**src/rtl/button_pkg.sv**
```systemverilog
// Shared channel-state encoding and width helpers for the button bank monitor.
// Latency: n/a (definitions only).
// Backpressure: n/a.
package button_pkg;

    typedef enum logic [1:0] {
        IDLE        = 2'd0,
        DEB_PRESS   = 2'd1,
        PRESSED     = 2'd2,
        DEB_RELEASE = 2'd3
    } chan_state_e;

    function automatic int max_int(input int a, input int b);
        return (a > b) ? a : b;
    endfunction

    function automatic int code_width(input int n);
        return (n > 1) ? $clog2(n) : 1;
    endfunction

endpackage

```
**src/rtl/button_channel.sv**
```systemverilog
// One button: 2-flop synchroniser, debounce/hold FSM, registered press pulse and long-press level.
// Latency: press pulse DEBOUNCE_CYCLES+3 edges after the raw level is first sampled high.
// Backpressure: none; the input is sampled every cycle.
module button_channel
    import button_pkg::*;
#(
    parameter int DEBOUNCE_CYCLES = 4,
    parameter int HOLD_CYCLES     = 16
) (
    input  logic clock,
    input  logic reset,
    input  logic button_raw,
    output logic edge_pulse,
    output logic held
);

    localparam int CW = $clog2(max_int(DEBOUNCE_CYCLES, HOLD_CYCLES) + 1);
    localparam logic [CW-1:0] DEB_MAX  = CW'(DEBOUNCE_CYCLES);
    localparam logic [CW-1:0] HOLD_MAX = CW'(HOLD_CYCLES);

    logic          sync1_q, sync1_d, sync2_q, sync2_d;
    chan_state_e   state_q, state_d;
    logic [CW-1:0] deb_q, deb_d, hold_q, hold_d;
    logic [CW-1:0] deb_inc;
    logic          edge_q, edge_d, held_q, held_d;

    assign deb_inc = deb_q + CW'(1);

    always_comb begin
        sync1_d = button_raw;
        sync2_d = sync1_q;
        state_d = state_q;
        deb_d   = deb_q;
        hold_d  = hold_q;
        case (state_q)
            IDLE, DEB_PRESS: begin
                hold_d = '0;
                if (!sync2_q) begin
                    state_d = IDLE;
                    deb_d   = '0;
                end else if (deb_inc >= DEB_MAX) begin
                    state_d = PRESSED;
                    deb_d   = '0;
                end else begin
                    state_d = DEB_PRESS;
                    deb_d   = deb_inc;
                end
            end
            PRESSED: begin
                if (hold_q != HOLD_MAX) hold_d = hold_q + CW'(1);
                if (!sync2_q) begin
                    state_d = (deb_inc >= DEB_MAX) ? IDLE : DEB_RELEASE;
                    deb_d   = (deb_inc >= DEB_MAX) ? '0 : deb_inc;
                end
            end
            DEB_RELEASE: begin
                if (sync2_q) begin
                    state_d = PRESSED;
                    deb_d   = '0;
                end else if (deb_inc >= DEB_MAX) begin
                    state_d = IDLE;
                    deb_d   = '0;
                end else begin
                    deb_d   = deb_inc;
                end
            end
            default: begin
                state_d = IDLE;
                deb_d   = '0;
                hold_d  = '0;
            end
        endcase
        // Hold count is zero only on the first PRESSED cycle after a fresh press.
        edge_d = (state_q == PRESSED) && (hold_q == '0);
        held_d = (state_q != IDLE) && (hold_d == HOLD_MAX);
    end

    always_ff @(posedge clock or posedge reset) begin
        if (reset) begin
            sync1_q <= 1'b0;
            sync2_q <= 1'b0;
            state_q <= IDLE;
            deb_q   <= '0;
            hold_q  <= '0;
            edge_q  <= 1'b0;
            held_q  <= 1'b0;
        end else begin
            sync1_q <= sync1_d;
            sync2_q <= sync2_d;
            state_q <= state_d;
            deb_q   <= deb_d;
            hold_q  <= hold_d;
            edge_q  <= edge_d;
            held_q  <= held_d;
        end
    end

    assign edge_pulse = edge_q;
    assign held       = held_q;

endmodule

```
**src/rtl/button_bank_monitor.sv**
```systemverilog
// Bank of independent debounced buttons with a fixed-priority code of the lowest pressed channel.
// Latency: code/valid in the same cycle as the press pulse.
// Backpressure: none; simultaneous higher-index presses are not queued.
module button_bank_monitor
    import button_pkg::*;
#(
    parameter int NUM_BUTTONS     = 4,
    parameter int DEBOUNCE_CYCLES = 4,
    parameter int HOLD_CYCLES     = 16
) (
    input  logic                                 clock,
    input  logic                                 reset,
    input  logic [NUM_BUTTONS-1:0]               buttonPress,
    output logic [NUM_BUTTONS-1:0]               buttonEdge,
    output logic [NUM_BUTTONS-1:0]               buttonHeld,
    output logic [code_width(NUM_BUTTONS)-1:0]   buttonCode,
    output logic                                 codeValid
);

    localparam int CODE_W = code_width(NUM_BUTTONS);

    logic [CODE_W-1:0] enc;
    logic [CODE_W-1:0] code_q, code_d;

    for (genvar g = 0; g < NUM_BUTTONS; g++) begin : g_chan
        button_channel #(
            .DEBOUNCE_CYCLES(DEBOUNCE_CYCLES),
            .HOLD_CYCLES    (HOLD_CYCLES)
        ) u_chan (
            .clock     (clock),
            .reset     (reset),
            .button_raw(buttonPress[g]),
            .edge_pulse(buttonEdge[g]),
            .held      (buttonHeld[g])
        );
    end

    always_comb begin
        enc = '0;
        for (int i = NUM_BUTTONS - 1; i >= 0; i--) begin
            if (buttonEdge[i]) enc = CODE_W'(i);
        end
        code_d = codeValid ? enc : code_q;
    end

    always_ff @(posedge clock or posedge reset) begin
        if (reset) code_q <= '0;
        else       code_q <= code_d;
    end

    assign codeValid  = |buttonEdge;
    assign buttonCode = code_d;

endmodule

```
**config.mk**
```make
export PLATFORM = sky130hd
export DESIGN_NAME = button_bank_monitor
export DESIGN_NICKNAME = d
export VERILOG_FILES = /design/src/rtl/button_pkg.sv /design/src/rtl/button_channel.sv /design/src/rtl/button_bank_monitor.sv
export SDC_FILE = /design/constraint.sdc
export NUM_CORES = 1
export LEC_CHECK = 0
export ABC_AREA = 1
export BUFFER_PORTS_ARGS = -buffer_cell sky130_fd_sc_hd__buf_4
export CAP_MARGIN = 20
export CORE_MARGIN = 10
export CORE_UTILIZATION = 36
export CTS_BUF_LIST = sky130_fd_sc_hd__clkbuf_4 sky130_fd_sc_hd__clkbuf_8
export DETAILED_ROUTE_END_ITERATION = 16
export GPL_TIMING_DRIVEN = 0
export PLACE_DENSITY = 0.62
export SLEW_MARGIN = 20
export SYNTH_ARGS = -nofsm -noshare
export SYNTH_HDL_FRONTEND = slang
export SYNTH_SLANG_ARGS = --single-unit
```
**constraint.sdc**
```tcl
create_clock -name clock -period 1.95 [get_ports clock]
set_clock_uncertainty 0.2 [all_clocks]
set_input_delay 0.0975 -clock clock [delete_from_list [all_inputs] [get_ports clock]]
set_output_delay 0.0975 -clock clock [all_outputs]
set_load 0.05 [all_outputs]
```
=== After elaboration in Yosys (flattened, before gate mapping) ===
Cells that the tools add are included.

* Bits in registers: 66
* Bits in latches: 0
* Memory bits (writable): 0
* ROM bits: 0
* Output and inout port bits: 11
* Logic and storage cells: 159
* Memories: 0

* Add/sub/neg operators: 8
* $mul: 0
* Divide/modulo/power cells: 0
* Order comparisons: 4
* Eq/ne operators: 28
* Shifts and indexed selects: 0
* Multiplexer cells: 61
* Bitwise gates (word level): 0
* Reductions and logical operators: 29

{| class="wikitable"
|+ Operators with widths
! kind !! number
|-
| two-way mux 5 bit || 20
|-
| one-hot mux 5 bit (3 select lines) || 4
|-
| two-way mux 2 bit || 29
|-
| adder 5 x 1 -> 5 bit, second input constant || 8
|-
| one-hot mux 5 bit (2 select lines) || 4
|-
| one-hot mux 2 bit (3 select lines) || 4
|-
| equality test 5 bit, second input constant || 4
|-
| greater-or-equal comparator 5 x 3 -> 1 bit, second input constant || 4
|-
| zero test 5 bit || 4
|-
| inequality test 5 bit, second input constant || 4
|-
| equality test 2 bit, second input constant || 8
|-
| inequality test 3 x 1 -> 1 bit, second input constant || 4
|-
| equality test 2 x 1 -> 1 bit, second input constant || 4
|-
| logical AND 1 bit || 8
|-
| zero test 2 bit || 4
|-
| inequality test 2 bit, second input constant || 4
|-
| AND reduction 2 bit || 4
|-
| nonzero test 2 bit || 4
|-
| OR reduction 2 bit || 4
|-
| OR reduction 4 bit || 1
|}

=== Depth between registers and ports, before layout ===
* Word-level depth: 5
* Depth in mapped cells: 9
* Mapped depth without buffers: 9

=== Cells and area by module ===
Synthesis repeated with hierarchy kept, for this count alone.

* Cells, all modules: 432
* Area total of the unflattened synthesis: 3378.2 um2

{| class="wikitable"
|+ By module, submodules not included
! module !! instances !! cells an instance !! area an instance (um2) !! sequential area each (um2)
|-
| button_channel at g_chan[0].u_chan ... || 3 || 104 || 815.8 || 400.4
|-
| button_channel at g_chan[3].u_chan || 1 || 104 || 814.5 || 400.4
|-
| button_bank_monitor || 1 || 16 || 116.4 || 50.0
|}

=== Worst setup path after synthesis ===
No wires, ideal clock.

* Kind: reg2reg
* Start: register g_chan[2].u_chan.edge_q
* End: register code_q[0]
* Arrival: 1612 ps
* Data required time: 1502 ps
* Setup slack: -111 ps
* Cell stages (with the launch flop): 4
* Cell sequence: dfrtp_1 -> inv_1 -> a21oi_1 -> o21ai_0

* Word-level cells in the longest chain between the ends: 4
* Elaborated cells on any way between the ends: 5

{| class="wikitable"
|+ Ends and longest elaborated chain
! what !! RTL line !! source
|-
| from (decl) || button_channel.sv:25 || <nowiki>logic edge_q, edge_d, held_q, held_d;</nowiki>
|-
| from (signal assigned) || button_channel.sv:93 || <nowiki>edge_q <= edge_d;</nowiki>
|-
| two-way mux 2 bit (3 in series) || button_bank_monitor.sv:41 || <nowiki>if (buttonEdge[i]) enc = CODE_W'(i);</nowiki>
|-
| two-way mux 2 bit (*) || button_bank_monitor.sv:43 || <nowiki>code_d = codeValid ? enc : code_q;</nowiki>
|-
| net buttonCode[0] || button_bank_monitor.sv:16 || <nowiki>output logic [code_width(NUM_BUTTONS)-1:0] buttonCode,</nowiki>
|-
| to (signal assigned) || button_bank_monitor.sv:48 || <nowiki>else code_q <= code_d;</nowiki>
|-
| to (decl) || button_bank_monitor.sv:23 || <nowiki>logic [CODE_W-1:0] code_q, code_d;</nowiki>
|}

The timed path passes the listed nets; every way through them passes the cells marked *.
A chain may end at the register's enable or synchronous reset.

=== Final worst setup path ===
* Start: register g_chan[0].u_chan.edge_q
* End: output port buttonCode[0]

* Word-level cells in the longest chain between the ends: 2
* Elaborated cells on any way between the ends: 3

{| class="wikitable"
|+ Ends and longest elaborated chain
! what !! RTL line
|-
| from (decl) || button_channel.sv:25
|-
| from (signal assigned) || button_channel.sv:93
|-
| OR reduction 4 bit / two-way mux 2 bit (equally long branches) || button_bank_monitor.sv:51, button_bank_monitor.sv:41
|-
| two-way mux 2 bit (*) || button_bank_monitor.sv:43
|-
| to (decl) || button_bank_monitor.sv:16
|}

Mark *: on every way between the ends. The rest lies on a longest branch, timed or not.

==> qor.yml <==
sta:
  max_freq_ghz: 0.591
  finalHoldViolations: 0
  fin_crit_sh_pct: 86.8
  finalWorstSetupSlack_ns: 0.258
  holdWs_ns: 0.0947
  tightest_slew_ns: 0.384
  grt_setup_unrepaired: "false"
  setup_viol: 0
  fin_crit_ns: 1.69
  fin_setup_tns_ns: 0
  slew_headroom_pct: 74.4
  slew_viol_final: 0
worst_setup_path:
  critical_path_arrival_ns: 1.39
  cp_cell_sequence: "nor2_1 -> nand3_1 -> o21ai_1 -> buf_4"
  crit_family: "flip-flops"
  worst_setup_path_end_kind: "output pin"
  worstSetupPathType: "reg -> out"
  rr_worst_depth: 7
  endpoint: "buttonCode[0]"
  path_max_fanout: 4
  r2r_end: "g_chan[0].u_chan.state_q[1]$_DFFE_PP0P_"
  slowest_delay_ns: 0.46
  reg2reg_slack_ns: 0.31
  crit_cells: 4
  path_buf_inv: 1
  crit-reg2reg-launch: "g_chan[0].u_chan.deb_q[0]$_DFFE_PP0P_"
  cp-start-kind: "flop"
  critPathLaunch: "g_chan[0].u_chan.edge_pulse$_DFF_PP0_"
  critPathRequiredTime_ns: 1.65
  cp_slowest_cell: "dfrtp_1"
outcome:
  status: "finished, final reports clean"
place:
  dp_hpwl_um: 4400
  gp_congestion: 0.833
  port_buffers: 16
  place_ws_ns: 0.336
  place_inst: 525
  placed_area_mm2: 0.00361
power_and_ir_drop:
  vdd_drop_max_mv: 0.499
  leakagePower_nw: 2.03
  pwr-share-comb_pct: 33.8
  powerDensity_mw_per_mm2: 1240
  power_frac_clock_pct: 24.4
  power.internal_mw: 2.86
  p_sw_share_pct: 40.2
  p_total_mw: 4.77
  switchingPower_mw: 1.92
  seqPwrFrac_pct: 41.7
yosys:
  synth-edff-count: 0
  ys_seq_elements: 66
  synthArstFlopShare_pct: 100
  yosysSeqAreaShare_pct: 50.1
  ys.warnings.count: 0
  syn-num-nets: 421
  syn_area_mm2: 0.00330
  synth_cells: 399
  avgSynthCellArea_um2: 8.26
  ys.flop_type: "dfrtp_1"
  yosysUniqueCellTypes: 24
clocking:
  clk_latency_ns: 0.35
  cts.sinks: 66
  htreeDepth: 3
  cts-root-buf: "clkbuf_8"
  cts_tree: "yes"
  ctsResizeCount: 0
  cts_max_path_buffers: 2
  clkTransAtPathRegs_ns: 0.07
  cts_made_buffers: 9
  cts_setup_buffers: 0
final_layout:
  final_cells: 546
  mostFrequentLayoutCells: "nand2_1 (98), dfrtp_1 (66), inv_1 (64), nor2_1 (43), nand3_1 (33)"
  final_util_pct: 43.9
  area_growth_pct: 17.2
  stdcell_area_mm2: 0.00386
  fin_nets: 455
  final_common_cell: "nand2_1"
  antenna_cells: 0
  drive_above_1_share_pct: 15.3
drt:
  vias_per_cell: 4.63
  ant_nets: 0
  wl_um: 5960
  drc: 0
  drtIter0Drc: 107
  vias: 2530
  dr.pass1.iters: 4
  wl_per_cell_um: 10.9
global_routing:
  first_global_vias: 2474
  grt_max_degree: 30
  grt_pass1_wl_um: 10600
  grt_util_all_layers_pct: 9.67
  overflow: 0
  antenna_found_initial: 0
floorplan:
  die_x_um: 116
  core_mm2: 0.00881
  dieArea_mm2: 0.0134
  io_pins: 17
  row_count: 34
  dieHeight_um: 116
  start_util_pct: 37.4
flow_run:
  cap_viol_max_count: 0
hold_path:
  min_path_type: "in -> async"
==> cells in the mapped netlist (7+ instances only) <==
library cell,instances,area (um^2)
nand3_1,33,165
nand2_1,98,368
inv_1,65,244
nand4_1,12,75.1
o21ai_1,7,35.0
nor2_1,43,161
dfrtp_1,66,1650
nor2_2,8,50.1
o21ai_0,15,75.1
ha_1,16,200
buf_4,8,60.1
==> area by class of cell <==
cell class	instances	area, um^2
fillers	861	4940
flip-flops and latches	66	1650
multi-input cells	257	1340
inverters	68	259
repair buffers	23	218
clock buffers	12	153
well taps	108	135
plain buffers	8	60.1
clock inverters	4	51.3
==> metal layers <==
metal  vias to the layer above  global-route usage [%]  wire length, um
li1                       1310                       -                -
met1                      1180                    11.4             2760
met2                        31                    15.8             2860
met3                         9                    3.88              257
met4                         0                    3.09               76
met5                         -                       0                0
==> registers in the layout, indices dropped and copies added (netlist names) <==
name / cells
g_chan.u_chan.hold_q: 20
g_chan.u_chan.state_q: 8
g_chan.u_chan.sync1_q: 4
g_chan.u_chan.deb_q: 20
g_chan.u_chan.edge_pulse: 4
g_chan.u_chan.sync2_q: 4
g_chan.u_chan.held: 4
code_q: 2
==> power groups by stage <==
| stage | Clock, mW | Combinational [mW] | Sequential [mW] |
|---|---|---|---|
| CTS | 1.21 | 1.65 | 1.99 |
| detailed placement | 0 | 1.62 | 2.02 |
| global placement | 0 | 1.57 | 2.01 |
| global route | 1.26 | 1.82 | 2.05 |
| finish | 1.17 | 1.62 | 1.99 |
| floorplan | 0 | 1.25 | 1.92 |
==> cell families after synthesis <==
family                     after synthesis  synth area share (%)
and+or+nand+nor                        208                  28.5
xor gates and xnor gates                 2                 0.531
adders and majority gates               16                  6.07
buffers and inverters                   76                  9.56
DFF                                     66                  50.1
AOI/OAI and AO/OA                       31                  5.27
==> worst min-delay path by stage <==
stage / end / slack, ns / cells past startpoint
CTS: g_chan[0].u_chan.held$_DFF_PP0_ / 0.09 / 3
floorplan: g_chan[0].u_chan.sync1_q$_DFF_PP0_ / -0.07 / 0
finish: g_chan[0].u_chan.held$_DFF_PP0_ / 0.09 / 3
detailed placement: g_chan[0].u_chan.held$_DFF_PP0_ / -0.08 / 2
global route: g_chan[0].u_chan.held$_DFF_PP0_ / 0.11 / 3
global placement: g_chan[1].u_chan.sync1_q$_DFF_PP0_ / 0.008 / 1
==> tightest hold or removal path: stages <==
cell           delay, ns
dlygate4sd3_1       0.53
buf_4               0.14
clkinvlp_4          0.27
==> what timing repair did <==
action / 4_1_cts / 5_1_grt
hold endpoints to repair: 70 / 0
hold buffers: 5 / 0
endpoints found under the setup margin: 0 / 0
Power figures use the tool's default switching activity.
